<file path="config.mk">
export PLATFORM = sky130hd
export DESIGN_NAME = div3_serial
export DESIGN_NICKNAME = d
export VERILOG_FILES = /design/src/rtl/div3_serial.sv
export SDC_FILE = /design/constraint.sdc
export NUM_CORES = 1
export LEC_CHECK = 0
export BUFFER_PORTS_ARGS = -buffer_cell sky130_fd_sc_hd__buf_2
export CORE_AREA = 2 2 39 41
export CTS_CLUSTER_DIAMETER = 150
export CTS_CLUSTER_SIZE = 8
export DETAILED_ROUTE_END_ITERATION = 10
export DIE_AREA = 0 0 41 43
export GPL_TIMING_DRIVEN = 1
export RECOVER_POWER = 25
export SYNTH_ARGS = -nofsm -noshare
export SYNTH_HDL_FRONTEND = slang
export SYNTH_SLANG_ARGS = --single-unit
</file>
<file path="constraint.sdc">
create_clock -name clk -period 1.5 [get_ports clk]
set_input_delay 0.075 -clock clk [delete_from_list [all_inputs] [get_ports clk]]
set_output_delay 0.075 -clock clk [all_outputs]
set_load 0.02 [all_outputs]
</file>
<file path="src/rtl/div3_serial.sv">
// rtl/div3_serial.sv - serial LSB-first exact divide-by-3 (q = n * inv(3) mod 2^W); optional remainder check via DIV3_SERIAL_REM_CHECK_EN
module div3_serial #(
  parameter int W = 8
) (
  input  logic clk,
  input  logic reset,
  input  logic in_valid,
  input  logic data,
  output logic out_valid,
  output logic out,
  output logic frame_done,
  output logic rem_err
);

  localparam int CW = $clog2(W);

  // FSM state encodes {previous quotient bit, carry}
  localparam logic [1:0] S00 = 2'b00;
  localparam logic [1:0] S01 = 2'b01;
  localparam logic [1:0] S10 = 2'b10;
  localparam logic [1:0] S11 = 2'b11;

  logic [1:0]    state;
  logic [CW-1:0] cnt;
  logic          qp;
  logic          c;
  logic          q_bit;
  logic          c_nxt;
  logic          last_bit;

  // Decode state, then solve n_i = q_i + q_{i-1} + carry for q_i
  always_comb begin
    qp = 1'b0;
    c  = 1'b0;
    case (state)
      S00:     begin qp = 1'b0; c = 1'b0; end
      S01:     begin qp = 1'b0; c = 1'b1; end
      S10:     begin qp = 1'b1; c = 1'b0; end
      S11:     begin qp = 1'b1; c = 1'b1; end
      default: begin qp = 1'b0; c = 1'b0; end
    endcase
    q_bit    = data ^ qp ^ c;
    c_nxt    = (q_bit & qp) | (q_bit & c) | (qp & c);
    last_bit = (cnt == CW'(W - 1));
  end

  // Accept one dividend bit per valid cycle; the final bit rewinds the frame
  always_ff @(posedge clk or posedge reset) begin
    if (reset) begin
      state      <= S00;
      cnt        <= '0;
      out        <= 1'b0;
      out_valid  <= 1'b0;
      frame_done <= 1'b0;
    end else begin
      frame_done <= 1'b0;
      if (in_valid) begin
        out       <= q_bit;
        out_valid <= 1'b1;
        if (last_bit) begin
          state      <= S00;
          cnt        <= '0;
          frame_done <= 1'b1;
        end else begin
          state <= {q_bit, c_nxt};
          cnt   <= cnt + 1'b1;
        end
      end else begin
        out       <= 1'b0;
        out_valid <= 1'b0;
      end
    end
  end

`ifdef DIV3_SERIAL_REM_CHECK_EN
  logic [1:0] residue;
  logic [1:0] addend;
  logic [2:0] res_sum;
  logic [1:0] res_nxt;

  // 2^i mod 3 alternates 1,2 so the bit weight follows counter parity
  always_comb begin
    addend  = data ? (cnt[0] ? 2'd2 : 2'd1) : 2'd0;
    res_sum = {1'b0, residue} + {1'b0, addend};
    res_nxt = (res_sum >= 3'd3) ? 2'(res_sum - 3'd3) : res_sum[1:0];
  end

  // Accumulate residue; flag a nonzero final residue alongside frame_done
  always_ff @(posedge clk or posedge reset) begin
    if (reset) begin
      residue <= 2'd0;
      rem_err <= 1'b0;
    end else begin
      rem_err <= 1'b0;
      if (in_valid) begin
        if (last_bit) begin
          residue <= 2'd0;
          rem_err <= (res_nxt != 2'd0);
        end else begin
          residue <= res_nxt;
        end
      end
    end
  end
`else
  assign rem_err = 1'b0;
`endif

endmodule

</file>
==> impl_results.md, run 1 <==
- Outcome: finished, final reports clean
- Unrepaired setup endpoints after global routing: no
- Share of final-layout standard cells stronger than drive strength 1: between 30% and 40%
- P&R area growth vs syn: 17.8%
- Ports: 8
- Average via count per standard cell: 4.44
- Critical path data arrival time: about 1.5 ns
- CP endpoint kind: register
- Gate count after technology mapping: 33
- Post-Synthesis Net Count: 39
- Final setup violation count: 0
- Die Wd: 41 µm
- Clock Pin Slew Worst Setup and Hold Paths: roughly 0.06 ns
- Cell area after synthesis: slightly below 400 µm²
- Final Util: roughly 33%
- Remaining global-route overflow: 0
- Shortest period the worst path allows: around 1.3 ns
- Std cell rows: 14
- Fmax: 0.753 GHz
- Main combinational cell family by area after synthesis: simple AND/OR/NAND/NOR gates
- Vias in the first global route: around 260
- Sinks on the clock net: 8
- Complex-gate fraction of the synthesized area: about 7.1%
- Leakage power: between 0.2 and 0.25 nW
- Peak supply drop: 0.334 mV
- Mux contribution to synthesized area: approximately 8.4%
- Cell-internal power: 0.000515 W
- Input/output buffers: 6
- Main synth FF type: dfrtp_1
- Proportion of register bits with asynchronous set or reset after synthesis: 100%
- Height of the chip: approximately 43 µm
- Flop pwr share: ~46%
- Number of search-and-repair iterations in the first detailed-routing pass: 4
- Count of fill cells added during filler insertion: around 150
- Total Die Area: roughly 1800 µm²
- Via count: 253
- Aggregate routed wire length: about 560 µm
- Starting density of the core: between 20% and 30%
- Initial DRC Count: 7
- CTS HTree Levels: 1
- N_diodes: 0
- Simple-gate portion of the synthesized area: between 10 and 15%
- Antenna violations before repair: 0
- Net switching fraction of the power: 32.9%
- Global routing usage summed across all routing layers: around 8.7%
- Worst Path Max Fanout: 5
- Clock skew: slightly above 0.005 ns
- Number of hold violations in the final report: 0
- Average cell area after synthesis: roughly 12 µm²
- Crit path launch type: register
- Count of warnings emitted by yosys: 0
- DRC violations left: 0
- DP Wirelength: between 400 and 500 µm
- Clock tree from TritonCTS: done
- Net count, final: 49
- Count of antenna-violating nets left after detailed routing: 0
- Count of maximum capacitance violations: 0
- Final critical-path share of the clock period: about 90%
- Crit Path Class: register to register
- Final-report max-slew violation count: 0
- Worst hold path class: input pin to register
- Portion of synthesized cell area occupied by the leading cell type: between 50% and 60%
- Post-synthesis share of cell area spent on full adders, half adders and majority gates: approximately 6.5%
- EDFF count, synth: 0
- Post-detailed-route wirelength per cell: around 10 µm
- Longest Clk Path Bufs: 2
- Clock network fraction of design power: between 20% and 30%
- CORE AREA: about 1400 µm²
- Combinational fraction of design power: 32.6%
- Most area-consuming cells after synthesis: dfrtp_1 52%, ha_1 6.5%, nor3b_2 6.5%
- Gpl congestion: roughly 0.63
- CTS Buf Count: 3
- Clk root buf: clkbuf_4
- Power density over cell area: 1690 nW/µm²
- Leading area contributor after synthesis: dfrtp_1
- Most frequently used cell type in the post-synthesis netlist: dfrtp_1
- Sequential fraction of the synthesis area: between 50% and 60%
- Worst path required time: 1.70 ns
- Insertion delay to the later sink of the worst-skew pair: roughly 0.25 ns
- Largest net degree at the start of global routing: 10
- Post-synthesis xor/xnor area fraction: under 10%
- Register bit count reported by yosys: 8
- Netlist cell types: 20
- Net switching component of the power: around 0.00025 W
- Final total negative setup slack: 0 ns
- Global-route wire length before repair: 979 µm
-- path summary, 6_finish.rpt --
path                       slack [ns]  cells past startpoint   endpoint      from
min in group asynchronous        0.31                      3   state[0]     reset
max in group asynchronous        0.96                      3     cnt[1]     reset
max reg2reg                      0.17                      5   state[1]    cnt[0]
min reg2reg                      0.48                      1     cnt[0]    cnt[0]
max                              0.17                      5   state[1]    cnt[0]
min                              0.12                      1  out_valid  in_valid
-- cells in the final DEF, fill, tap and decap left out --
| master | instances |
|---|---|
| xor2_2 | 1 |
| mux2_1 | 2 |
| nand2_1 | 1 |
| nor2_1 | 2 |
| a21o_1 | 1 |
| dfrtp_1 | 8 |
| buf_2 | 5 |
| inv_2 | 1 |
| nand2b_2 | 1 |
| dlygate4sd3_1 | 1 |
| o21ai_0 | 1 |
| a21oi_1 | 1 |
| clkbuf_1 | 1 |
| clkbuf_4 | 3 |
| inv_1 | 2 |
| nor3b_2 | 2 |
| nand2b_1 | 1 |
| conb_1 | 1 |
| mux2i_1 | 1 |
| ha_1 | 2 |
| and2_1 | 1 |
| o21ai_1 | 2 |
-- final cells by class --
type	count	area, µm²	area share [%]
sequential	8	200	44.0
timing repair buffer	7	38.8	8.52
multi-input combinational	20	163	35.7
tap	16	20.0	4.40
clock buffer	3	22.5	4.95
inverter	3	11.3	2.47
-- per-stage QoR --
| step | power [W] | setup slack [ns] | cells | hold slack [ns] | cell area, µm² |
|---|---|---|---|---|---|
| after floorplan | 0.000551 | 0.257 | 33 | -0.109 | 387 |
| after global placement | 0.000603 | 0.196 | 53 | 0.0341 | 424 |
| after detailed placement | 0.000609 | 0.183 | 53 | 0.0389 | 424 |
| after CTS | 0.000778 | 0.168 | 57 | 0.0414 | 457 |
| after global routing | 0.000835 | 0.107 | 57 | 0.160 | 455 |
| final | 0.000768 | 0.172 | 57 | 0.121 | 455 |
-- what timing repair did --
item,CTS,global route
hold buffers,1,0
setup endpoints to repair,0,0
gates resized for setup,0,0
endpoints found under the hold margin,8,0
setup buffers,0,0
-- kinds of logic (layout without fill, tap and decap cells) --
family                   Yosys count  count (layout)
AO/OA/AOI/OAI                      5               5
XOR/XNOR                           1               1
adder cells (fa/ha/maj)            2               2
buffers and inverters              5              13
flip-flops                         8               8
multiplexers                       3               3
other                              1               1
AND/OR/NAND/NOR                    8               8
-- critical path: stages, from the launching register on --
cell and delay [ns]:
dfrtp_1 0.39, ha_1 0.20, ha_1 0.22, nand2b_2 0.20
nor3b_2 0.16, a21o_1 0.09
-- power by group through the flow --
stage | sequential [W] | combinational, W | clock, W
floorplan | 0.000369 | 0.000182 | 0
CTS | 0.000353 | 0.000255 | 0.000170
finish | 0.000354 | 0.000250 | 0.000164
detailed placement | 0.000357 | 0.000252 | 0
global placement | 0.000354 | 0.000249 | 0
global route | 0.000363 | 0.000292 | 0.000180
-- sequential cells by signal, indices dropped and copies added, names as in the netlist --
| name | cells |
|---|---|
| cnt | 3 |
| state | 2 |
| out_valid | 1 |
| frame_done | 1 |
| out | 1 |
-- layer usage --
metal  track usage [%]  up-vias  part of all wire, %
li1                  -      121                    -
met1              9.54      129                   41
met2              12.2        3                   56
met3              1.57        0                  2.3
met4              10.0        0                    0
met5                 0        -                    0
No activity file was read; power rests on OpenSTA's default activity.
==> run 2: changes to the inputs <==
CTS_BUF_LIST = sky130_fd_sc_hd__clkbuf_16   (was default)
==> run 2 against run 1 <==
  * Setup slack improved by 0.0010 ns
  * Clock-buffer cell count did not move
  * Register-to-register slack barely moved
  * Sequential share of layout area fell by 4.5 points
  * Clock skew fell by 0.0028 ns
==> impl_results.md, run 2 (synthesized netlist as in run 1, its figures left out) <==
- Count of instances resized after the clock tree is built: 0 (unchanged)
- Average via count per standard cell: 4.30 (was 4.44)
- Largest net degree at the start of global routing: 10 (unchanged)
- Peak supply drop: 0.515 mV (was 0.334 mV)
- Number of hold violations in the final report: 0 (unchanged)
- Post-CTS Setup Repair Bufs: 0 (unchanged)
- Ports: 8 (unchanged)
- Unrepaired setup endpoints after global routing: no (unchanged)
- Leading cell type in the layout, fill and taps excluded: dfrtp_1 (unchanged)
- Clock skew: 0.00243 ns (was 0.00518 ns)
- CTS Buf Count: 3 (unchanged)
- Final critical-path share of the clock period: 88.5% (was 88.6%)
- Number of search-and-repair iterations in the first detailed-routing pass: 1 (was 4)
- Net count, final: 49 (unchanged)
- Number of flip-flops under the largest register name: 3 (unchanged)
- Clock tree from TritonCTS: done (unchanged)
- Final setup violation count: 0 (unchanged)
- DP Wirelength: 430 µm (unchanged)
- Final Util: 36.7% (was 32.9%)
- Global-route wire length before repair: 1110 µm (was 979 µm)
- Count of fill cells added during filler insertion: 137 (was 148)
- Worst hold path class: input pin to register (unchanged)
- Worst Path Max Fanout: 5 (unchanged)
- Via count: 245 (was 253)
- Worst r2r dst: state[1] (unchanged)
- Worst path required time: 1.67 ns (was 1.70 ns)
- Aggregate routed wire length: 633 µm (was 557 µm)
- Std cell rows: 14 (unchanged)
- Remaining global-route overflow: 0 (unchanged)
- Die Wd: 41 µm (unchanged)
- Sinks on the clock net: 8 (unchanged)
- Starting density of the core: 27.9% (unchanged)
- Worst hold path endpoint: out_valid (unchanged)
- Count of maximum capacitance violations: 0 (unchanged)
- Regs by FF count: cnt: 3 flops, state: 2 flops (unchanged)
- Global routing usage summed across all routing layers: 10.3% (was 8.70%)
- CORE AREA: 1380 µm² (unchanged)
- Share of final-layout standard cells stronger than drive strength 1: 31.7% (unchanged)
- Initial DRC Count: 0 (was 7)
- CTS HTree Levels: 1 (unchanged)
- Count of antenna-violating nets left after detailed routing: 0 (unchanged)
- Crit path launch type: register (unchanged)
- Total Die Area: 1760 µm² (unchanged)
- N_diodes: 0 (unchanged)
- Register with the highest flop count: cnt (unchanged)
- Ordered list of cells on the worst path: ha_1 -> ha_1 -> nand2b_2 -> nor3b_2 -> a21o_1 (unchanged)
- Design Power: 0.00106 W (was 0.000768 W)
- Post-detailed-route wirelength per cell: 11.1 µm (was 9.77 µm)
- Final total negative setup slack: 0 ns (unchanged)
- Clock Pin Slew Worst Setup and Hold Paths: 0.04 ns (was 0.06 ns)
- Leakage power: 0.250 nW (was 0.227 nW)
- Fmax: 0.753 GHz (about the same)
- Shortest period the worst path allows: 1.33 ns (about the same)
- P&R area growth vs syn: 31.4% (was 17.8%)
- Final-report max-slew violation count: 0 (unchanged)
- Number of hold-repair buffers added at the cts stage: 1 (unchanged)
- R2R depth: 5 (unchanged)
- Insertion delay to the later sink of the worst-skew pair: 0.23 ns (was 0.25 ns)
- Input/output buffers: 6 (unchanged)
- Outcome: finished, final reports clean (unchanged)
- Most used cells in the layout excluding fill and tap cells: 8 x dfrtp_1, 5 x buf_2, 3 x clkbuf_16 (was 8 x dfrtp_1, 5 x buf_2, 3 x clkbuf_4)
- Crit-path slowest cell: dfrtp_1 (unchanged)
- Height of the chip: 43 µm (unchanged)
- Reg2Reg Setup Slack: 0.17 ns (about the same)
- Most frequent cell on the critical path: ha_1 (unchanged)
- Least setup slack across all paths after layout: 0.173 ns (was 0.172 ns)
- Placement-stage worst setup slack: 0.183 ns (unchanged)
- Gpl congestion: 0.626 (unchanged)
- Vias in the first global route: 267 (was 259)
- Depth of the worst hold-timing path: 1 (unchanged)
- Clk root buf: clkbuf_16 (was clkbuf_4)
- Critical path data arrival time: 1.50 ns (was 1.53 ns)
- DRC violations left: 0 (unchanged)
- Crit path largest cell delay: 0.38 ns (was 0.39 ns)
- Longest Clk Path Bufs: 2 (unchanged)
- Crit Path Class: register to register (unchanged)
- Min-Delay Startpoint: in_valid (unchanged)
- Power density over cell area: 2080 nW/µm² (was 1690 nW/µm²)
- Launch point of the worst reg-to-reg path: cnt[0] (unchanged)
- Antenna violations before repair: 0 (unchanged)
- CP endpoint kind: register (unchanged)
## run 2: worst max path at each step
stage | from | end | slack [ns] | cells past startpoint
after global routing | cnt[0] | state[1] | 0.10 | 5
after detailed placement | cnt[0] | state[1] | 0.18 | 5
after floorplan | cnt[0] | state[1] | 0.26 | 5
final | cnt[0] | state[1] | 0.17 | 5
after CTS | cnt[0] | state[1] | 0.17 | 5
after global placement | cnt[0] | state[1] | 0.20 | 5
## run 2: report_power, final
group | total [W] | switching (W) | leakage, nW | internal, W
sequential | 0.000356 | 0.0000590 | 0.0973 | 0.000297
combinational | 0.000258 | 0.000129 | 0.116 | 0.000128
clock | 0.000445 | 0.000101 | 0.0370 | 0.000343
total | 0.00106 | 0.000290 | 0.250 | 0.000768
## run 2: final cells by class
type / count / area, µm² / share of cell area, %
clock buffer: 3 / 75.1 / 14.8
sequential: 8 / 200 / 39.4
multi-input combinational: 20 / 163 / 32.0
inverter: 3 / 11.3 / 2.22
tap: 16 / 20.0 / 3.94
timing repair buffer: 7 / 38.8 / 7.64
## run 2: metrics by stage
step / std cells / hold slack [ns] / area [µm²]
detailed placement: 53 / 0.0389 / 424
floorplan: 33 / -0.109 / 387
finish: 57 / 0.153 / 508
global placement: 53 / 0.0341 / 424
CTS: 57 / 0.0701 / 509
global route: 57 / 0.191 / 508
## run 2: critical path, delay by kind of cell, from the launching register on
family	cells	cell delay, ns
adder cells (fa/ha/maj)	2	0.43
flip-flops	1	0.38
AND/OR/NAND/NOR	2	0.36
AO/OA/AOI/OAI	1	0.10
## run 2: layer usage
layer | vias to the layer above | global-route usage, % | wire length, µm
met5 | - | 0 | 0
met4 | 0 | 12.0 | 0
met3 | 0 | 1.57 | 13
met2 | 3 | 15.3 | 364
met1 | 121 | 10.6 | 256
li1 | 121 | - | -
==> run 3: changes to the inputs <==
clock period = 1.35 ns   (was 1.5 ns; I/O delays follow)
==> run 3 against run 2 <==
  * Hold slack got worse by 0.084 ns
  * Sequential power rose by 11%
  * Die area did not move
  * Critical endpoint unchanged
  * Setup slack got worse by 0.10 ns
  * Register-to-register slack got worse by 0.10 ns
  * Maximum frequency rose by 3.9%
  * First-iteration DRC count rose by 3
  * Via count rose by 3.7%
==> impl_results.md, run 3 (synthesized netlist as in run 1, its figures left out) <==
- Critical path data arrival time: 1.45 ns (was 1.50 ns)
- Number of flip-flops under the largest register name: 3 (unchanged)
- Crit Path Class: register to register (unchanged)
- Average via count per standard cell: 4.38 (was 4.30)
- CTS Buf Count: 3 (unchanged)
- Finished layout cell area: 519 µm² (was 508 µm²)
- CP endpoint kind: register (unchanged)
- Insertion delay to the later sink of the worst-skew pair: 0.23 ns (about the same)
- Design Power: 0.00119 W (was 0.00106 W)
- Clock skew: 0.00189 ns (was 0.00243 ns)
- Number of search-and-repair iterations in the first detailed-routing pass: 4 (was 1)
- Global-route wire length before repair: 1010 µm (was 1110 µm)
- Power density over cell area: 2300 nW/µm² (was 2080 nW/µm²)
- Final critical-path share of the clock period: 94.6% (was 88.5%)
- Crit path largest cell delay: 0.38 ns (about the same)
- Leading cell type in the layout, fill and taps excluded: dfrtp_1 (unchanged)
- Global-route layer with the greatest usage: met2 (unchanged)
- Met2 track utilization from global routing: 13.8% (was 15.3%)
- N_diodes: 0 (unchanged)
- DP Wirelength: 413 µm (was 430 µm)
- Final-report max-slew violation count: 0 (unchanged)
- Register with the highest flop count: cnt (unchanged)
- Buffer and inverter count on the worst path: 0 (unchanged)
- Via count: 254 (was 245)
- Clock tree from TritonCTS: done (unchanged)
- Number of hold violations in the final report: 0 (unchanged)
- Clock Pin Slew Worst Setup and Hold Paths: 0.04 ns (about the same)
- Min Hold Slack: 0.0685 ns (was 0.153 ns)
- Worst hold path class: input pin to register (unchanged)
- Leakage power: 0.256 nW (was 0.250 nW)
- Count of fill cells added during filler insertion: 140 (was 137)
- Ports: 8 (unchanged)
- Register Area: 200 µm² (unchanged)
- Regs by FF count: cnt: 3 flops, state: 2 flops (unchanged)
- Met3 Track Usage GR: 3.14% (was 1.57%)
- DRC violations left: 0 (unchanged)
- Ordered list of cells on the worst path: ha_1 -> ha_2 -> nand2b_2 -> nor3b_2 -> a21o_1 (was ha_1 -> ha_1 -> nand2b_2 -> nor3b_2 -> a21o_1)
- Longest Clk Path Bufs: 2 (unchanged)
- Worst path required time: 1.52 ns (was 1.67 ns)
- Final total negative setup slack: 0 ns (unchanged)
- Die Wd: 41 µm (unchanged)
- Delay-heaviest family, CP: adder cells (unchanged)
- P&R area growth vs syn: 34.3% (was 31.4%)
- Shortest period the worst path allows: 1.28 ns (was 1.33 ns)
- CTS HTree Levels: 1 (unchanged)
- Aggregate routed wire length: 640 µm (was 633 µm)
- Worst Path Max Fanout: 3 (was 5)
- Height of the chip: 43 µm (unchanged)
- Final setup violation count: 0 (unchanged)
- Clk root buf: clkbuf_16 (unchanged)
- Multi-input gate area: 165 µm² (was 163 µm²)
- Fmax: 0.783 GHz (was 0.753 GHz)
- Gpl congestion: 0.644 (was 0.626)
- Sinks on the clock net: 8 (unchanged)
- Peak supply drop: 0.605 mV (was 0.515 mV)
- Count of antenna-violating nets left after detailed routing: 0 (unchanged)
- Post-detailed-route wirelength per cell: 11.0 µm (was 11.1 µm)
- Most used cells in the layout excluding fill and tap cells: 8 x dfrtp_1, 6 x buf_2, 3 x clkbuf_16 (was 8 x dfrtp_1, 5 x buf_2, 3 x clkbuf_16)
- Starting density of the core: 27.9% (unchanged)
- Outcome: finished, final reports clean (unchanged)
- CORE AREA: 1380 µm² (unchanged)
- Global routing usage summed across all routing layers: 9.88% (was 10.3%)
- Initial DRC Count: 3 (was 0)
- Placed cell area: 432 µm² (was 424 µm²)
- Largest net degree at the start of global routing: 10 (unchanged)
- Antenna violations before repair: 0 (unchanged)
- Crit-path slowest cell: dfrtp_1 (unchanged)
- Unrepaired setup endpoints after global routing: no (unchanged)
- Net count, final: 50 (was 49)
- Share of final-layout standard cells stronger than drive strength 1: 38.1% (was 31.7%)
- Std cell rows: 14 (unchanged)
- Count of maximum capacitance violations: 0 (unchanged)
- Vias in the first global route: 228 (was 267)
- Final Util: 37.5% (was 36.7%)
- Input/output buffers: 6 (unchanged)
- Total Die Area: 1760 µm² (unchanged)
- Crit path launch type: register (unchanged)
- Met1 track utilization from global routing: 9.77% (was 10.6%)
- Remaining global-route overflow: 0 (unchanged)
## run 3: routing by layer
layer / wire length [µm] / up-vias
met1: 286 / 123
met4: 14 / 0
met2: 320 / 5
li1: - / 124
met5: 0 / -
met3: 18 / 2
## run 3: final cells by class
type | instances | area share (%)
clock buffer | 3 | 14.5
inverter | 3 | 2.17
multi-input combinational | 20 | 31.8
sequential | 8 | 38.6
tap | 16 | 3.86
timing repair buffer | 8 | 9.16
## run 3: per-stage QoR
stage / setup WS, ns / instances
CTS: 0.0379 / 58
global placement: 0.0720 / 54
floorplan: 0.107 / 33
finish: 0.0725 / 58
global route: 0.0197 / 58
detailed placement: 0.0647 / 54
## run 3: worst paths after layout
check                         start        end  slack [ns]  cells after the start
setup reg to reg             cnt[0]   state[1]        0.07                      5
max in group asynchronous     reset  out_valid        0.78                      3
min in group asynchronous     reset        out        0.33                      3
hold reg to reg              cnt[0]     cnt[0]        0.48                      1
hold / removal             in_valid  out_valid        0.07                      1
setup / recovery             cnt[0]   state[1]        0.07                      5
## run 3: power by group
part | internal [W] | switching (W) | leakage, nW
sequential | 0.000330 | 0.0000646 | 0.0973
clock | 0.000382 | 0.000116 | 0.0370
combinational | 0.000157 | 0.000145 | 0.122
total | 0.000868 | 0.000326 | 0.256
## run 3: repair_timing
action,4_1_cts,5_1_grt
setup buffers,0,0
gates resized for setup,0,1
endpoints found under the hold margin,8,0
endpoints found under the setup margin,0,2
hold buffers,1,0
